File: config.mk
export PLATFORM = sky130hd
export DESIGN_NAME = weapon_ctrl
export DESIGN_NICKNAME = d
export VERILOG_FILES = /design/src/rtl/weapon_pkg.sv /design/src/rtl/weapon_ctrl_down_timer.sv /design/src/rtl/weapon_ctrl.sv
export SDC_FILE = /design/constraint.sdc
export NUM_CORES = 1
export LEC_CHECK = 0
export ABC_CLOCK_PERIOD_IN_PS = 3910
export BUFFER_PORTS_ARGS = -buffer_cell sky130_fd_sc_hd__buf_2
export CORE_AREA = 8 8 88 90
export DETAILED_ROUTE_END_ITERATION = 6
export DIE_AREA = 0 0 96 98
export PLACE_DENSITY = 0.75
export SETUP_SLACK_MARGIN = 0.3
export SYNTH_ARGS = -nofsm -noshare
export SYNTH_HDL_FRONTEND = slang
export SYNTH_HIERARCHICAL = 1
export SYNTH_SLANG_ARGS = --single-unit
File: constraint.sdc
create_clock -name clk -period 3.91 [get_ports clk]
set_input_delay 0.782 -clock clk [delete_from_list [all_inputs] [get_ports clk]]
set_output_delay 0.782 -clock clk [all_outputs]
set_load 0.01 [all_outputs]
File: src/rtl/weapon_pkg.sv
// Shared types and constants for the weapon controller: FSM states, wound codes,
// and the widths of the ammo, clip and hit-point fields.
package weapon_pkg;

  localparam int AM_W   = 6;
  localparam int CLIP_W = 2;
  localparam int HP_W   = 7;

  typedef enum logic [1:0] {
    IDLE     = 2'd0,
    COOLDOWN = 2'd1,
    RELOAD   = 2'd2,
    DEAD     = 2'd3
  } state_e;

  localparam logic [1:0] WOUND_NONE  = 2'b00;
  localparam logic [1:0] WOUND_LIGHT = 2'b01;
  localparam logic [1:0] WOUND_HEAVY = 2'b10;
  localparam logic [1:0] WOUND_DEAD  = 2'b11;

  localparam logic [HP_W-1:0]   HEAVY_DMG = HP_W'(20);
  localparam logic [CLIP_W-1:0] CLIP_MAX  = 2'd3;

  // Hit-point subtraction that floors at zero.
  function automatic logic [HP_W-1:0] sat_sub(input logic [HP_W-1:0] a,
                                              input logic [HP_W-1:0] b);
    return (b >= a) ? '0 : a - b;
  endfunction

endpackage

File: src/rtl/weapon_ctrl_down_timer.sv
// Loadable down-counter shared by cooldown and reload; sticks at zero and
// raises a zero flag.
module down_timer #(
  parameter int W = 8
) (
  input  logic         clk,
  input  logic         reset,
  input  logic         load,
  input  logic [W-1:0] load_val,
  input  logic         dec,
  output logic         zero
);

  logic [W-1:0] value;

  always_ff @(posedge clk) begin
    if (!reset)                       value <= '0;
    else if (load)                    value <= load_val;
    else if (dec && (value != '0))    value <= value - W'(1);
  end

  assign zero = (value == '0);

endmodule

File: src/rtl/weapon_ctrl.sv
// Weapon/health controller: firing, cooldown, reloading, pickups and damage.
// Define WEAPON_CTRL_AUTOFIRE_EN for level-triggered automatic fire.
module weapon_ctrl
  import weapon_pkg::*;
#(
  parameter int MAG_SIZE      = 30,
  parameter int CLIP_INIT     = 3,
  parameter int HP_INIT       = 99,
  parameter int FIRE_GAP      = 5_000_000,
  parameter int RELOAD_CYCLES = 100_000_000
) (
  input  logic              clk,
  input  logic              reset,
  input  logic              trigger,
  input  logic              reload_req,
  input  logic              hit,
  input  logic [HP_W-1:0]   hit_dmg,
  input  logic              pickup,
  output logic [AM_W-1:0]   am,
  output logic [CLIP_W-1:0] clip,
  output logic [HP_W-1:0]   hp,
  output logic              shoot,
  output logic              dry,
  output logic [1:0]        wound,
  output logic              busy
);

  localparam int TMAX = (FIRE_GAP > RELOAD_CYCLES) ? FIRE_GAP : RELOAD_CYCLES;
  localparam int TW   = $clog2(TMAX);

  localparam logic [AM_W-1:0]   MAG   = AM_W'(MAG_SIZE);
  localparam logic [CLIP_W-1:0] CLIP0 = CLIP_W'(CLIP_INIT);
  localparam logic [HP_W-1:0]   HP0   = HP_W'(HP_INIT);
  localparam logic [TW-1:0]     GAP_LD = TW'(FIRE_GAP - 1);
  localparam logic [TW-1:0]     RLD_LD = TW'(RELOAD_CYCLES - 1);

  state_e            state;
  logic              trig_q;
  logic              fire_evt, ready, idle, tmr_zero, tmr_load, tmr_dec;
  logic              killed, shot, dry_evt, rld_start, rld_done, pickup_ok;
  logic [TW-1:0]     tmr_load_val;
  logic [HP_W-1:0]   hp_hit;
  logic [CLIP_W:0]   clip_sum;
  logic [CLIP_W-1:0] clip_next;

`ifdef WEAPON_CTRL_AUTOFIRE_EN
  assign fire_evt = trigger;
`else
  assign fire_evt = trigger & ~trig_q;
`endif

  // The cycle the cooldown timer expires is treated as IDLE so shots can be
  // exactly FIRE_GAP cycles apart.
  assign idle  = (state == IDLE);
  assign ready = idle || ((state == COOLDOWN) && tmr_zero);

  assign hp_hit    = sat_sub(hp, hit_dmg);
  assign killed    = (state != DEAD) && hit && (hp_hit == '0);
  assign pickup_ok = pickup && (state != DEAD);

  assign shot      = ready && !killed && fire_evt && (am != '0);
  assign dry_evt   = ready && !killed && fire_evt && (am == '0) && (clip == '0);
  assign rld_start = ready && !killed && (clip != '0) &&
                     ( (fire_evt && (am == '0)) ||
                       (!fire_evt && idle && reload_req && (am < MAG)) );
  assign rld_done  = (state == RELOAD) && tmr_zero && !killed;

  assign clip_sum  = {1'b0, clip} - {{CLIP_W{1'b0}}, rld_done}
                                  + {{CLIP_W{1'b0}}, pickup_ok};
  assign clip_next = (clip_sum > {1'b0, CLIP_MAX}) ? CLIP_MAX : clip_sum[CLIP_W-1:0];

  assign tmr_load     = shot || rld_start;
  assign tmr_load_val = shot ? GAP_LD : RLD_LD;
  assign tmr_dec      = (state == COOLDOWN) || (state == RELOAD);

  down_timer #(.W(TW)) u_tmr (
    .clk      (clk),
    .reset    (reset),
    .load     (tmr_load),
    .load_val (tmr_load_val),
    .dec      (tmr_dec),
    .zero     (tmr_zero)
  );

  always_ff @(posedge clk) begin
    if (!reset) begin
      state  <= IDLE;
      am     <= MAG;
      clip   <= CLIP0;
      hp     <= HP0;
      wound  <= WOUND_NONE;
      shoot  <= 1'b0;
      dry    <= 1'b0;
      busy   <= 1'b0;
      trig_q <= 1'b1;
    end else begin
      trig_q <= trigger;
      shoot  <= shot;
      dry    <= dry_evt;

      if (state != DEAD) begin
        clip <= clip_next;
        if (hit) begin
          hp <= hp_hit;
          if (hp_hit == '0)           wound <= WOUND_DEAD;
          else if (hit_dmg >= HEAVY_DMG) wound <= WOUND_HEAVY;
          else                        wound <= WOUND_LIGHT;
        end
      end

      if (shot)          am <= am - AM_W'(1);
      else if (rld_done) am <= MAG;

      if (killed) begin
        state <= DEAD;
        busy  <= 1'b0;
      end else if (shot) begin
        state <= COOLDOWN;
        busy  <= 1'b1;
      end else if (rld_start) begin
        state <= RELOAD;
        busy  <= 1'b1;
      end else if (rld_done || ((state == COOLDOWN) && tmr_zero)) begin
        state <= IDLE;
        busy  <= 1'b0;
      end
    end
  end

endmodule

==> impl_metrics.json <==
{
  "worstSetupPathType": "input port to register",
  "cts-root-buf": "clkbuf_8",
  "core-area_um2": 6490,
  "die_h_um": 98,
  "fin_crit_sh": 0.879,
  "ctsLongestPathBuffers": 2,
  "grt_busiest_layer": "met2",
  "start_kind": "input port",
  "p_per_area_nw_per_um2": 657,
  "fmaxAchievable_mhz": 291,
  "grt_first_pass_wirelength_um": 13800,
  "htreeDepth": 2,
  "ys_ff_latch": 50,
  "crit_start": "hit_dmg[0]",
  "drc": 0,
  "critPathCaptureType": "register",
  "tritoncts": "done",
  "die_area_um2": 9410,
  "grt.met3_usage": 0.0246,
  "hpwlAfterDp_um": 5790,
  "status": "finished, final reports clean",
  "netlist_instances": 412,
  "yosys_warnings": 6,
  "ff_latch_area_um2": 1000,
  "required_ps": 4090,
  "vias": 3285,
  "reg2reg_slack_ps": 550,
  "crit_slowest_cell": "fa_2",
  "multi_input_area_um2": 2240,
  "use_met2": 0.292,
  "io_pins": 33,
  "antenna_found_initial": 0,
  "max_slew_margin": 0.446,
  "path_cells": "buf_2, ha_4, fa_2, nor2b_4, o21ai_1, a311oi_2, nand4b_1, o2bb2ai_2, nor2_1, ha_1, inv_1, ha_2, inv_2, fa_2, a21oi_1, o21ai_1, nand2_1",
  "cts.clk_slew.worst_paths_ps": 100,
  "die-width_um": 96,
  "ant_nets": 0,
  "yosysTopAreaCell": "dfxtp_1",
  "reg2reg_depth": 15,
  "async_flop_share": 0,
  "cts.sinks": 50,
  "worstPathArrival_ps": 3620,
  "grtUsageTotal": 0.174,
  "start_util": 0.511,
  "syn_area_um2": 3320,
  "yosysUniqueCellTypes": 67,
  "cp_num_buf_inv": 3,
  "port_buffers": 32,
  "critPathTopFamily": "adder cells",
  "syn_to_final_growth_pct": 13.8,
  "leakagePower_nw": 1.46,
  "synth_area_leaders": "dfxtp_1, ha_1, o21ai_0",
  "r2r-end": "clip[1]",
  "grt-ovfl-total": 0,
  "crit_fanout": 3,
  "fin_area_um2": 3770,
  "use_met1": 0.222,
  "yosysSeqAreaShare": 0.302,
  "final_nets": 482,
  "finalPower_mw": 2.48,
  "hold_end": "busy",
  "synth-edff-count": 0,
  "worst_pin_slew_ps": 829,
  "synth_flop_cell": "dfxtp_1",
  "rsz0062_at_grt": "yes",
  "hold_buffers": 0,
  "core.rowCount": 30,
  "fill_cells": 604,
  "layout-drive-gt1-share": 0.168,
  "dpl-instance-area_um2": 3640,
  "synth_top_area_share": 0.302,
  "gp_congestion": 0.935,
  "firstDrtPassIters": 5,
  "diodes": 0,
  "wl_per_cell_um": 15.6,
  "finalHoldViolCount": 0,
  "grt_start_max_net_pins": 44,
  "wl_um": 8310,
  "r2r-start": "u_tmr/value[0]",
  "cts_made_buffers": 5,
  "hold_class": "register to register",
  "whs_path_depth": 2,
  "max_cap_viol_count": 0,
  "finClkSkew_ps": 11.0,
  "drt_iter0_drc": 229,
  "via_per_inst": 6.17,
  "period_needed_ps": 3440,
  "crit_path_max_incr_delay_ps": 520,
  "ir_drop_v": 0.000528,
  "maxSlewViolCount": 0,
  "clock_latency_ps": 310,
  "hp-start": "busy",
  "avgSynthCellArea_um2": 8.05,
  "grt_pass1_vias": 3054,
  "setup_violations": 0,
  "setup_tns_ps": 0
}
## routing by layer
layer	part of all wire	vias to the layer above
met1	0.44	1539
met2	0.48	110
li1	-	1617
met3	0.067	19
met4	0.019	0
met5	0	-
## where the power goes
part	internal [mW]	switching [mW]
logic	0.508	0.827
registers	0.634	0.139
clock network	0.191	0.181
## cell usage in the layout, fill, tap and decap left out, drive strengths merged, types with 3 or more instances in the layout
cell type  instances
a211oi             7
a21oi             24
a22o               3
a311oi            10
a31oi             12
and2               3
buf               41
clkbuf             6
conb              13
dfxtp             50
ha                16
inv               25
nand2             22
nand2b             8
nand3              3
nand4             14
nand4b             3
nor2              26
nor2b             10
nor3              22
nor3b              7
nor4               3
o21ai             38
o31ai             11
or3               10
or4                8
xnor2             11
xor2               4
## flip-flops by register name (all words and copies together), names as in the netlist
register,count
hp,7
wound,2
u_tmr/value,27
busy,1
am,6
state,2
trig_q,1
dry,1
shoot,1
clip,2
## worst max-delay path by stage
stage                                 to  slack, ps  cells after the start
after floorplan                  clip[1]        240                     17
after global placement           clip[1]        180                     17
after detailed placement         clip[1]        110                     17
after CTS                 u_tmr/value[8]        410                     12
after global routing             clip[1]        230                     17
final                            clip[1]        470                     17
## Yosys cell counts, types with 3 or more instances
cell type  number
xnor2_1        11
a31oi_1        12
a211oi_1        6
inv_1          25
nor3b_1         7
a22o_1          3
xor2_1          4
and2_1          3
dfxtp_1        50
a21oi_1        24
ha_1           16
nor3_1         19
nand3_1         3
nor2_1         26
nor2b_1        10
or4_1           7
o21ai_0        37
nand4_1        14
clkbuf_1       13
nand2_1        21
buf_2           3
o31ai_1        11
nor3_2          3
nand4b_1        3
a311oi_1        9
or3_1           8
nand2b_1        7
## logic make-up (layout without fill, tap and decap cells)
family	Yosys count	after routing	synth area share
buffers and inverters	45	74	0.0555
other	2	13	0.00226
DFF	50	50	0.302
AOI/OAI and AO/OA	134	134	0.273
xor gates and xnor gates	15	15	0.0396
adders and majority gates	18	18	0.0724
and+or+nand+nor	148	148	0.256
## timing repair
item,4_1_cts,5_1_grt
buffers inserted,0,1
setup endpoints to repair,0,13
gates resized for setup,0,3
## through the flow
| stage | hold slack (ps) | util | std cells | worst slack, ps |
|---|---|---|---|---|
| after floorplan | 473 | - | 423 | 238 |
| after global placement | 457 | 0.561 | 523 | 180 |
| after detailed placement | 460 | 0.561 | 523 | 106 |
| after CTS | 474 | 0.578 | 531 | 415 |
| after global routing | 531 | 0.581 | 532 | 227 |
| final | 469 | 0.581 | 532 | 473 |
## worst reg2reg max path: stages (launching register included)
cell and delay (ps):
dfxtp_1 350, inv_1 100, ha_1 180, nor2b_1 450, nand4_1 300, nor3_2 310, nand2_1 170, nor2_1 140
ha_1 230, inv_1 60, ha_2 160, inv_2 40, fa_2 530, a21oi_1 60, o21ai_1 120, nand2_1 60
## final cells by class
| type | instances | area share |
|---|---|---|
| timing repair buffer | 41 | 0.0603 |
| sequential | 50 | 0.265 |
| inverter | 25 | 0.0249 |
| multi-input combinational | 328 | 0.594 |
| tap | 80 | 0.0265 |
| clock buffer | 6 | 0.0192 |
| clock inverter | 2 | 0.00995 |
No activity file was read; power rests on OpenSTA's default activity.
